### src/rtl/cl_axil_pkg.sv
// cl_axil_pkg: shared read-controller state encoding and AXI response codes
package cl_axil_pkg;
  typedef enum logic [1:0] {IDLE, REQ, WAIT, RESP} rd_state_t;
  localparam logic [1:0] RESP_OKAY   = 2'b00;
  localparam logic [1:0] RESP_SLVERR = 2'b10;
  localparam logic [1:0] RESP_DECERR = 2'b11;
endpackage

### src/rtl/cl_axil_read_ctrl.sv
// cl_axil_read_ctrl: single-outstanding AXI4-Lite read controller for the CL register window
// Define CL_AXIL_RD_TIMEOUT_EN to abort WAIT with SLVERR after TIMEOUT_CYC cycles without ack.
module cl_axil_read_ctrl
  import cl_axil_pkg::*;
#(
  parameter int              ADDR_W      = 32,
  parameter int              DATA_W      = 32,
  parameter logic [ADDR_W-1:0] BASE_ADDR = '0,
  parameter logic [ADDR_W-1:0] WIN_BYTES = ADDR_W'(32'h0000_1000),
  parameter int              TIMEOUT_CYC = 256
) (
  input  logic              clk,
  input  logic              i_reset,
  input  logic              i_arvalid,
  output logic              o_arready,
  input  logic [ADDR_W-1:0] i_araddr,
  output logic              o_rvalid,
  input  logic              i_rready,
  output logic [1:0]        o_rresp,
  output logic [DATA_W-1:0] o_rdata,
  output logic              o_rd_req,
  output logic [ADDR_W-1:0] o_rd_addr,
  input  logic              i_rd_ack,
  input  logic [DATA_W-1:0] i_rd_data,
  input  logic              i_rd_err
);
  rd_state_t         state_q, state_d;
  logic              arready_q, arready_d, rvalid_q, rvalid_d, rd_req_q, rd_req_d;
  logic [1:0]        rresp_q, rresp_d;
  logic [DATA_W-1:0] rdata_q, rdata_d;
  logic [ADDR_W-1:0] rd_addr_q, rd_addr_d, off;
  logic              in_range, tmo;

  assign off      = i_araddr - BASE_ADDR;
  assign in_range = (i_araddr >= BASE_ADDR) && (off < WIN_BYTES);

`ifdef CL_AXIL_RD_TIMEOUT_EN
  localparam int CNT_W = $clog2(TIMEOUT_CYC + 1);
  logic [CNT_W-1:0] cnt_q, cnt_d;
  // Counter sits at zero outside WAIT, so every WAIT entry starts a fresh count.
  assign cnt_d = (state_q == WAIT) ? cnt_q + 1'b1 : '0;
  assign tmo   = (state_q == WAIT) && (cnt_q == CNT_W'(TIMEOUT_CYC - 1));
  always_ff @(posedge clk or negedge i_reset)
    if (!i_reset) cnt_q <= '0;
    else          cnt_q <= cnt_d;
`else
  assign tmo = 1'b0;
`endif

  always_comb begin
    state_d   = state_q;
    arready_d = arready_q;
    rvalid_d  = rvalid_q;
    rresp_d   = rresp_q;
    rdata_d   = rdata_q;
    rd_req_d  = 1'b0;
    rd_addr_d = rd_addr_q;
    case (state_q)
      IDLE: begin
        arready_d = 1'b1;
        if (i_arvalid && arready_q) begin
          arready_d = 1'b0;
          rd_addr_d = off;
          rdata_d   = '0;
          if (!in_range) begin
            state_d  = RESP;
            rvalid_d = 1'b1;
            rresp_d  = RESP_DECERR;
          end else if (|i_araddr[1:0]) begin
            state_d  = RESP;
            rvalid_d = 1'b1;
            rresp_d  = RESP_SLVERR;
          end else begin
            state_d  = REQ;
            rd_req_d = 1'b1;
          end
        end
      end
      REQ: state_d = WAIT;
      WAIT: begin
        if (i_rd_ack) begin
          state_d  = RESP;
          rvalid_d = 1'b1;
          rdata_d  = i_rd_data;
          rresp_d  = i_rd_err ? RESP_SLVERR : RESP_OKAY;
        end else if (tmo) begin
          state_d  = RESP;
          rvalid_d = 1'b1;
          rdata_d  = '0;
          rresp_d  = RESP_SLVERR;
        end
      end
      RESP: begin
        if (i_rready) begin
          state_d  = IDLE;
          rvalid_d = 1'b0;
        end
      end
      default: state_d = IDLE;
    endcase
  end

  always_ff @(posedge clk or negedge i_reset) begin
    if (!i_reset) begin
      state_q   <= IDLE;
      arready_q <= 1'b0;
      rvalid_q  <= 1'b0;
      rresp_q   <= '0;
      rdata_q   <= '0;
      rd_req_q  <= 1'b0;
      rd_addr_q <= '0;
    end else begin
      state_q   <= state_d;
      arready_q <= arready_d;
      rvalid_q  <= rvalid_d;
      rresp_q   <= rresp_d;
      rdata_q   <= rdata_d;
      rd_req_q  <= rd_req_d;
      rd_addr_q <= rd_addr_d;
    end
  end

  assign o_arready = arready_q;
  assign o_rvalid  = rvalid_q;
  assign o_rresp   = rresp_q;
  assign o_rdata   = rdata_q;
  assign o_rd_req  = rd_req_q;
  assign o_rd_addr = rd_addr_q;
endmodule

### config.mk
export PLATFORM = sky130hd
export DESIGN_NAME = cl_axil_read_ctrl
export DESIGN_NICKNAME = d
export VERILOG_FILES = /design/src/rtl/cl_axil_pkg.sv /design/src/rtl/cl_axil_read_ctrl.sv
export SDC_FILE = /design/constraint.sdc
export NUM_CORES = 1
export LEC_CHECK = 0
export BUFFER_PORTS_ARGS = -buffer_cell sky130_fd_sc_hd__buf_2
export CORE_AREA = 4 4 94 96
export DETAILED_ROUTE_END_ITERATION = 8
export DIE_AREA = 0 0 98 100
export GPL_ROUTABILITY_DRIVEN = 0
export MAX_ROUTING_LAYER = met4
export SYNTH_ARGS = -nofsm -noshare
export SYNTH_HDL_FRONTEND = slang
export SYNTH_SLANG_ARGS = --single-unit
### constraint.sdc
create_clock -name clk -period 2.15 [get_ports clk]
set_input_delay 0.215 -clock clk [delete_from_list [all_inputs] [get_ports clk]]
set_output_delay 0.215 -clock clk [all_outputs]
set_load 0.01 [all_outputs]
==> results.md <==
- Final setup viols: 0
- Hold Path Class: in -> async
- Final worst path period need: between 1.5 and 2 ns
- Critical-path cell list: inv_1 > ha_1 > a21boi_1 > or3_1 > a31oi_4 > mux2_1
- Critical path's largest stage delay: 0.46 ns
- Final Hold Viols: 0
- Total number of vias: ~2100
- CP Launch Type: flip-flop
- WL met1: a little under 3 mm
- R2R setup slack: 0.17 ns
- Arrival time worst endpoint: approximately 2.2 ns
- Ys async rst share: 100%
- Area Growth Syn to Fin: 34.7%
- FF/Latch Area: approximately 0.0018 sq mm
- Root Buffer Master: clkbuf_8
- IO Pins: between 100 and 150
- Final Slew Violations: 0
- Initial Util: 34.4%
- Skew final: between 0.006 and 0.007 ns
- PortBufs: 138
- Mapped Avg Cell Area: 14.9 sq um
- Met3 WL: ~700 um
- Post-synthesis register bit count: approximately 70
- Vias/cell: 4.73
- RSZ-0062 raised after global routing: false
- Clock latency on the worst-skew pair: between 0.3 and 0.4 ns
- Slew of the pin with the lowest slew margin: 0.870 ns
- Worst slew margin: 42.0%
- Post-route worst setup slack: 0.165 ns
- IR drop worst, VDD: 0.593 mV
- Floorplan row count: 33
- Crit Path Max Fanout: 6
- Register area share after synthesis: roughly 64%
- Final Cell Area: 0.00373 sq mm
- Antenna-violating nets left: 0
- Drc violations: 0
- DR iter-0 viols: 34
- Layout cell share with drive strength beyond 1: a little under three fifths
- Die W: between 90 and 100 um
- Core Area: 0.00805 sq mm
- Status: finished clean
- Top cells by count, synth: dfrtp_1 (71), a22o_1 (32), mux2_2 (32), nor4_1 (6), buf_2 (5)
- TritonCTS Buffers: 9
- Largest net degree at the start of global routing: 72
- Area contributors post-synth: dfrtp_1 (64%), mux2_2 (13%), a22o_1 (10%), ha_1 (1.4%), nor4_1 (1.4%)
- Gate Count Post-Synth: between 150 and 200
- Setup WS pre-CTS: about 0.17 ns
- HPWL after DPL: approximately 4.9 mm
- Final wirelength: 6.62 mm
- Syn. warnings: 0
- EDFF count, synth: 0
- First-pass GRT wire length: roughly 11 mm
- Post-CTS Resized: 0
- Die area: 0.00980 sq mm
- Post-CTS setup buffer count: 0
- Pwr Total: about 5.6 mW
- Final nets: between 400 and 500
- Worst EP required: 2.36 ns
- Count leader, synth: dfrtp_1
- H-tree Lvls: 3
- TNS Setup: 0 ns
- Max Fclk: ~0.5 GHz
- Vias in the first global route: 2179
- TritonRoute pass-1 iters: 4
- Max clock buf depth: 2
- Final period util: around 92%
- Max Cap Viol: 0
- Total GRT Usage: between 10 and 15%
- Clock Sinks: between 70 and 80
- GR Overflow Total: 0
- PD cells: approximately 1500 mW/mm^2
- Post-CTS Hold Buffers: 0
- Syn_nets: ~260
- Footprint of the multi-input gates: 916 sq um
- Dominant synthesized flop cell: dfrtp_1
- Filler cell count: between 700 and 800
- Area leader, netlist: dfrtp_1
- Clk slew on worst S/H paths: 0.07 ns
- Critical path class: reg -> reg
- Crit. End Element: flip-flop
- TritonCTS clock tree: yes
- Share of the synthesized area in the top cell type: roughly 64%
- Die Ht: approximately 100 um
- Met2 routed WL: about 2.9 mm
- Slowest cell on crit path: or3_1
- Leak pwr: roughly 1.9 nW
- Wire length per cell: around 15 um
- Area after DPL: approximately 0.0036 sq mm
- Syn Std Cell Area: between 0.002 and 0.003 sq mm
- Top layer used by detailed routing: met4
- Netlist cell types: 31
- Antenna violations before repair: 1
==> critical path, delay by kind of cell, from the launching register on <==
family | cells | cell delay, ns
buf+inv | 1 | 0.08
mux | 1 | 0.33
flops | 1 | 0.36
compound gates | 2 | 0.37
simple gates | 1 | 0.46
fa+ha+maj | 1 | 0.27
==> metal layers <==
metal | GRT usage, % | up-vias
met4 | 5.11 | 0
met1 | 18.2 | 995
met5 | - | -
li1 | - | 970
met3 | 6.12 | 5
met2 | 20.1 | 98
==> where the power goes <==
part           total (mW)  switching [mW]  internal (mW)
registers            2.24           0.293           1.95
clock network       0.859           0.432          0.428
logic                2.45            1.23           1.22
==> cell type report <==
type                    instances  area share (%)
clock inverters                 2           0.268
repair buffers                142            19.7
clock buffers                  11            3.79
inverters                       4           0.403
well taps                     105            3.52
diodes                          1          0.0671
flip-flops and latches         71            47.7
multi-input cells             101            24.6
==> layout by cell type (no fill, tap or decap) <==
cell type    n
clkinv_2     2
buf_4        4
or2_1        1
ha_1         3
a22o_1      32
nand2_1      2
a211o_1      1
nor3_1       1
and3_1       2
or3_1        1
buf_12       1
o21bai_1     1
o22ai_1      1
clkbuf_1     1
and2_1       1
nor3b_2      2
buf_2      137
mux2_1       1
a31oi_4      1
dfrtp_1     71
nand3_1      1
clkbuf_8    10
diode_2      1
a32oi_1      1
o21ai_0      3
nand4_1      1
mux2_2      32
nand2b_1     1
a21boi_1     1
nor2b_1      2
nor4_1       6
inv_1        4
nor2_1       2
o21a_1       1
==> flip-flops by register name, summed over array words and instances (netlist names) <==
register / flops
o_rd_addr: 32
o_rdata: 32
o_rresp: 2
state_q: 2
o_arready: 1
o_rd_req: 1
o_rvalid: 1
==> final timing paths <==
path	from	endpoint	depth (start not counted)
min in group clk	i_rd_data[27]	o_rdata[27]$_DFFE_PN0P_	2
max in group asynchronous	i_reset	o_rdata[0]$_DFFE_PN0P_	1
worst max register to register	state_q[0]$_DFFE_PN0P_	o_rresp[1]$_DFFE_PN0P_	6
worst min-delay path	i_reset	o_rd_addr[25]$_DFFE_PN0P_	1
worst min register to register	o_rresp[1]$_DFFE_PN0P_	o_rresp[1]$_DFFE_PN0P_	1
worst max-delay path	state_q[0]$_DFFE_PN0P_	o_rresp[1]$_DFFE_PN0P_	6
==> metrics by stage <==
| stage | instances | hold WS (ns) | utilization (%) |
|---|---|---|---|
| after floorplan | 186 | -0.0806 | - |
| after detailed placement | 423 | 0.392 | 44.4 |
| after global placement | 423 | 0.404 | 44.4 |
| after CTS | 436 | 0.0278 | 46.3 |
| after global routing | 437 | 0.0726 | 46.3 |
| final | 437 | 0.00261 | 46.3 |
==> kinds of logic after synthesis <==
| logic type | after synthesis | synth area share [%] |
|---|---|---|
| AO/OA/AOI/OAI | 42 | 13.1 |
| adder cells (fa/ha/maj) | 3 | 1.36 |
| buffers and inverters | 14 | 2.94 |
| flip-flops | 71 | 64.2 |
| multiplexers | 33 | 13.4 |
| AND/OR/NAND/NOR | 23 | 5.02 |
(Power assumes the default switching activity.)
